<file path="config.mk">
export PLATFORM = sky130hd
export DESIGN_NAME = adc_nch_tap_cal
export DESIGN_NICKNAME = d
export VERILOG_FILES = /design/src/rtl/adc_nch_tap_cal.sv
export SDC_FILE = /design/constraint.sdc
export NUM_CORES = 1
export LEC_CHECK = 0
export ABC_CLOCK_PERIOD_IN_PS = 3280
export CORE_MARGIN = 2
export CORE_UTILIZATION = 30
export DETAILED_ROUTE_END_ITERATION = 10
export GPL_ROUTABILITY_DRIVEN = 1
export SLEW_MARGIN = 15
export SYNTH_ARGS = -nofsm -noshare
export SYNTH_HDL_FRONTEND = slang
export SYNTH_SLANG_ARGS = --single-unit
export TNS_END_PERCENT = 1
</file>
<file path="constraint.sdc">
create_clock -name CLK_IN -period 3.28 [get_ports CLK_IN]
set_clock_uncertainty 0.2 [all_clocks]
set_input_delay 0.984 -clock CLK_IN [delete_from_list [all_inputs] [get_ports CLK_IN]]
set_output_delay 0.984 -clock CLK_IN [all_outputs]
set_load 0.02 [all_outputs]
</file>
<file path="src/rtl/adc_nch_tap_cal.sv">
// adc_nch_tap_cal: per-channel IDELAY tap sweep, eye centring, lock report and lock-masked data capture
module adc_nch_tap_cal #(
  parameter int N_CH = 4,
  parameter int DATA_W = 16,
  parameter int TAP_W = 5,
  parameter int SETTLE = 8,
  parameter int SAMPLES = 64,
  parameter logic [DATA_W-1:0] TRAIN_PATTERN = 16'hA55A,
  parameter int MIN_EYE = 4
) (
  input  logic                     CLK_IN,
  input  logic                     IO_RESET,
  input  logic                     CAL_START,
  input  logic [N_CH*DATA_W-1:0]   ADC_DATA_IN,
  output logic [N_CH*TAP_W-1:0]    DELAY_TAP_OUT,
  output logic [N_CH-1:0]          DELAY_LD,
  output logic                     CAL_BUSY,
  output logic                     CAL_DONE,
  output logic [N_CH-1:0]          CH_LOCK,
  output logic [N_CH*DATA_W-1:0]   CH_DATA_OUT,
  output logic                     CH_DATA_VALID
);
  localparam logic [2:0] S_IDLE = 3'd0, S_LOAD = 3'd1, S_SETTLE = 3'd2, S_SAMPLE = 3'd3,
                         S_EVAL = 3'd4, S_CENTER = 3'd5, S_NEXT = 3'd6, S_DONE = 3'd7;
  localparam int CW = $clog2(SETTLE > SAMPLES ? SETTLE : SAMPLES) + 1;
  localparam int CH_W = N_CH > 1 ? $clog2(N_CH) : 1;
  localparam logic [TAP_W-1:0] TAP_MAX = '1;
  logic [2:0] state, state_n;
  logic [CH_W-1:0] ch;
  logic [TAP_W-1:0] tap, run_start, best_start, cur_start, tap_final;
  logic [TAP_W:0] run_len, best_len, cur_len;
  logic [CW-1:0] cnt;
  logic fail, calibrated, closing, eye_ok;
  logic [TAP_W-1:0] taps [N_CH];
  logic [DATA_W-1:0] word;
  logic [N_CH*DATA_W-1:0] lock_mask;
  always_comb begin
    state_n = state;
    case (state)
      S_IDLE:   state_n = CAL_START ? S_LOAD : S_IDLE;
      S_LOAD:   state_n = S_SETTLE;
      S_SETTLE: state_n = cnt == CW'(SETTLE - 1) ? S_SAMPLE : S_SETTLE;
      S_SAMPLE: state_n = cnt == CW'(SAMPLES - 1) ? S_EVAL : S_SAMPLE;
      S_EVAL:   state_n = tap == TAP_MAX ? S_CENTER : S_LOAD;
      S_CENTER: state_n = S_NEXT;
      S_NEXT:   state_n = ch == CH_W'(N_CH - 1) ? S_DONE : S_LOAD;
      default:  state_n = S_IDLE;
    endcase
  end
  assign word = ADC_DATA_IN[ch*DATA_W +: DATA_W];
  assign cur_len = run_len + {{TAP_W{1'b0}}, ~fail};
  assign cur_start = run_len == '0 ? tap : run_start;
  assign closing = fail | (tap == TAP_MAX);
  assign eye_ok = best_len >= (TAP_W+1)'(MIN_EYE);
  assign tap_final = eye_ok ? best_start + TAP_W'((best_len - 1'b1) >> 1) : '0;
  assign CAL_BUSY = state != S_IDLE && state != S_DONE;
  assign CAL_DONE = state == S_DONE;
  for (genvar c = 0; c < N_CH; c++) begin : g_ch
    assign DELAY_LD[c] = (state == S_LOAD || state == S_CENTER) && ch == CH_W'(c);
    assign DELAY_TAP_OUT[c*TAP_W +: TAP_W] = !DELAY_LD[c] ? taps[c] : state == S_LOAD ? tap : tap_final;
    assign lock_mask[c*DATA_W +: DATA_W] = {DATA_W{CH_LOCK[c]}};
  end
  always_ff @(posedge CLK_IN) begin
    if (IO_RESET) begin
      state <= S_IDLE;
      ch <= '0;
      tap <= '0;
      cnt <= '0;
      fail <= 1'b0;
      run_start <= '0;
      run_len <= '0;
      best_start <= '0;
      best_len <= '0;
      calibrated <= 1'b0;
      CH_LOCK <= '0;
      CH_DATA_OUT <= '0;
      CH_DATA_VALID <= 1'b0;
      for (int i = 0; i < N_CH; i++) taps[i] <= '0;
    end else begin
      state <= state_n;
      cnt <= state_n != state ? '0 : cnt + 1'b1;
      CH_DATA_OUT <= ADC_DATA_IN & lock_mask;
      CH_DATA_VALID <= (calibrated | CAL_DONE) & (state_n == S_IDLE);
      if (state == S_IDLE && CAL_START) begin
        ch <= '0;
        tap <= '0;
        run_start <= '0;
        run_len <= '0;
        best_start <= '0;
        best_len <= '0;
        CH_LOCK <= '0;
      end
      if (state == S_LOAD) begin
        taps[ch] <= tap;
        fail <= 1'b0;
      end
      if (state == S_SAMPLE && word != TRAIN_PATTERN) fail <= 1'b1;
      if (state == S_EVAL) begin
        run_start <= cur_start;
        run_len <= closing ? '0 : cur_len;
        tap <= tap + 1'b1;
        if (closing && cur_len > best_len) begin
          best_start <= cur_start;
          best_len <= cur_len;
        end
      end
      if (state == S_CENTER) begin
        taps[ch] <= tap_final;
        CH_LOCK[ch] <= eye_ok;
      end
      if (state == S_NEXT) begin
        ch <= ch + 1'b1;
        tap <= '0;
        run_start <= '0;
        run_len <= '0;
        best_start <= '0;
        best_len <= '0;
      end
      if (state == S_DONE) calibrated <= 1'b1;
    end
  end
endmodule

</file>
==> results.toml <==
[status]
status = "finished, violations left"
violations = "DRC, setup timing"

[sta]
fin_crit_sh = 1.20
whs_ns = 0.247
max_clock_freq_mhz = 254
worst_pin_slew_ns = 0.925
finalMaxSlewViolations = 0
setup_viol = 21
hold_viol_final = 0
period_needed_ns = 3.94
worst_slack_ns = -0.661
rsz0062_at_grt = "yes"
slew_headroom = 0.381

[floorplan]
core_mm2 = 0.0181
die_area_mm2 = 0.0196
die_h_um = 140
start_util = 0.307
fp.dieW_um = 140
num_rows = 49
ios = 162

[worst_hold_path]
hp-class = "flop to flop"
whs_endpoint = "cnt[0]"
min_from = "cnt[0]"
min_path_cells = 1

[setup_path]
cp-end-kind = "output pin"
critical_path_class = "flop to output pin"
r2r_start = "fail"
rr_endpoint = "best_start[1]"
crit_fanout = 4
crit_arrival_ns = 2.76
reg2reg_slack_ns = 0.35
reg2reg_depth = 12
critPathRequiredTime_ns = 2.10
crit_path_start_kind = "flop"

[power_and_ir_drop]
powerDensity_mw_per_mm2 = 471
p_switching_uw = 864
vdd_drop_max_mv = 0.321
power.internal_uw = 3080
power_frac_comb = 0.061
leakage_uw = 0.00332
p_seq_frac = 0.416
clkPwrFrac = 0.523
sw_frac_of_total = 0.219

[synthesis]
synth_area_mm2 = 0.00556
synth_compound_area_frac = 0.103
synthFlopType = "dfxtp_1"
synth_top_area_share = 0.396
syn_avg_cell_area_um2 = 9.40
synth_cell_types = 53
synth.area.mux_share = 0.0191
synth-edff-count = 20
synthXorXnorAreaFrac = 0.0236
synth_adder_area_share = 0.0509
synth_top_cell_by_area = "dfxtp_1"
async_reset_ff_frac = 0
synthTopCellsByArea = "dfxtp_1 (40%), edfxtp_1 (11%), and2_1 (7.3%)"
syn_inst = 591
synth-simple-area-share = 0.263
seq_area_frac_synth = 0.504
ys_seq_elements = 130
synth-warning-count = 0
syn_nets = 680
synth_top_family_by_area = "simple AND/OR/NAND/NOR gates"

[route]
drc_errors = 25
drt_iter0_drc = 264
via_count = 4914
vias_per_cell = 4.79
wire_per_inst_um = 16.0
drt.antenna.violating_nets = 0
wl_um = 16400
drtPass1Iterations = 8

[cts]
path_clk_slew_ns = 0.06
cts_max_path_buffers = 2
cts_tree = "built"
htree_levels = 4
clk_latency_ns = 0.42
post_cts_buffers = 0
cts.sinks = 130
cts_root_buf = "clkbuf_16"
cts_buffers = 17

[finish]
final_cell_mix = "clkdlybuf4s50_1 (139), dfxtp_1 (107), and2_1 (65), nor2_1 (56), nand2_1 (50)"
final_nets = 872
drive_above_1_share = 0.165
final_cell_area_mm2 = 0.00837
areaGrowthSynthToFinish_pct = 50.7
diodes = 0
final_util = 0.463
layout_commonest_cell = "clkdlybuf4s50_1"

[global_route]
grt_pass1_wl_um = 26000
grt_max_degree = 28
grt_pass1_vias = 4970
grt-ovfl-total = 0
grt_use_total = 0.168
antenna_found_initial = 0

[placed_design]
post_dp_cell_area_mm2 = 0.00765
io_buffers = 161
dp_hpwl_um = 12500
routabilityCongestion = 0.892

[flow_run]
drv_cap = 0
[repair_timing]
item                                   4_1_cts  5_1_grt
resized for setup                          123       11
endpoints found under the hold margin        0        0
cloned                                       0        0
pin swaps                                   16        8
setup endpoints to repair                   26       24
hold buffers                                 0        0
[cell usage after synthesis, types with 2 or more instances]
master and n:
ha_1 21, nor2_1 58, xor2_1 7, nand2b_1 5, nor4bb_1 8, inv_1 25, xnor2_1 8, clkbuf_1 21
dfxtp_1 110, nand3b_1 2, nor3_1 9, a31oi_1 2, nor4_1 6, a21oi_1 26, o21ai_0 27, a2bb2oi_1 5
or2_2 3, o211ai_1 6, mux2i_1 5, and3_1 7, o21a_1 2, nor3_2 3, edfxtp_1 20, nor2b_1 11
and2_1 65, nand4b_1 2, mux2_2 5, a21o_1 3, or4_1 2, or3_1 11, nor4b_1 3, nand3_1 15
nand2_1 52, o21bai_1 2, buf_2 4, nand4_1 5, a22oi_1 8, o22ai_1 2
[cells by family (layout without fill, tap and decap cells)]
family	count (synthesis)	count (layout)
compound gates	92	92
xor+xnor	15	15
fa+ha+maj	22	22
buf+inv	51	256
flops	130	130
mux	10	10
simple gates	271	271
[power by group through the flow]
stage | combinational (uW) | clock [uW] | sequential (uW)
final | 242 | 2060 | 1640
after detailed placement | 245 | 0 | 1670
after floorplan | 91.4 | 0 | 1670
after global routing | 262 | 2170 | 1640
after global placement | 243 | 0 | 1670
after CTS | 242 | 2110 | 1640
[routing by layer]
layer	wire length, um	vias to the layer above	track usage
li1	-	2417	-
met1	7010	2302	0.200
met2	7900	175	0.291
met3	1180	20	0.0509
met4	273	0	0.0569
met5	0	-	0
[worst max-delay path: stages (launching register included)]
cell and delay, ns:
dfxtp_2 0.35, inv_2 0.06, ha_4 0.26, inv_2 0.04, ha_4 0.15, inv_2 0.05, fa_2 0.22, nor2b_4 0.04
o21a_1 0.18, o211a_1 0.22, o31a_1 0.41, o21ai_2 0.20, buf_6 0.14
[stage by stage]
step | total power [uW] | setup TNS, ns | setup WS (ns) | cells
5_1_grt | 4070 | -10.71 | -0.773 | 1025
2_1_floorplan | 1760 | -0.853 | -0.0974 | 591
3_3_place_gp | 1920 | -9.47 | -0.740 | 993
4_1_cts | 3990 | -8.72 | -0.695 | 1025
3_5_place_dp | 1920 | -10.61 | -0.811 | 993
6_report | 3940 | -8.30 | -0.661 | 1025
[flip-flops by register name (all words and copies together), names as in the netlist, 2 cells and up]
signal,cells
CH_DATA_OUT,64
CH_LOCK,4
best_len,6
best_start,5
ch,2
cnt,7
run_len,6
run_start,5
state,3
tap,5
taps,20
[how the worst max path moves through the flow]
stage | from | end | slack [ns] | cells past startpoint
6_report | best_len[0] | DELAY_TAP_OUT[19] | -0.66 | 12
5_1_grt | best_len[0] | DELAY_TAP_OUT[14] | -0.77 | 11
4_1_cts | best_len[1] | DELAY_TAP_OUT[19] | -0.70 | 10
3_5_place_dp | best_len[0] | DELAY_TAP_OUT[19] | -0.81 | 12
2_1_floorplan | best_len[0] | DELAY_TAP_OUT[14] | -0.1 | 9
3_3_place_gp | best_len[0] | DELAY_TAP_OUT[19] | -0.74 | 12
[cell type report]
class	instances	area [um2]
Clock inverter	14	199
Tap cell	229	287
Clock buffer	18	450
Timing Repair Buffer	199	1850
Sequential cell	130	2810
Inverter	25	93.8
Multi-Input combinational cell	410	2690
Fill cell	1687	9710
Power figures use the tool's default switching activity.
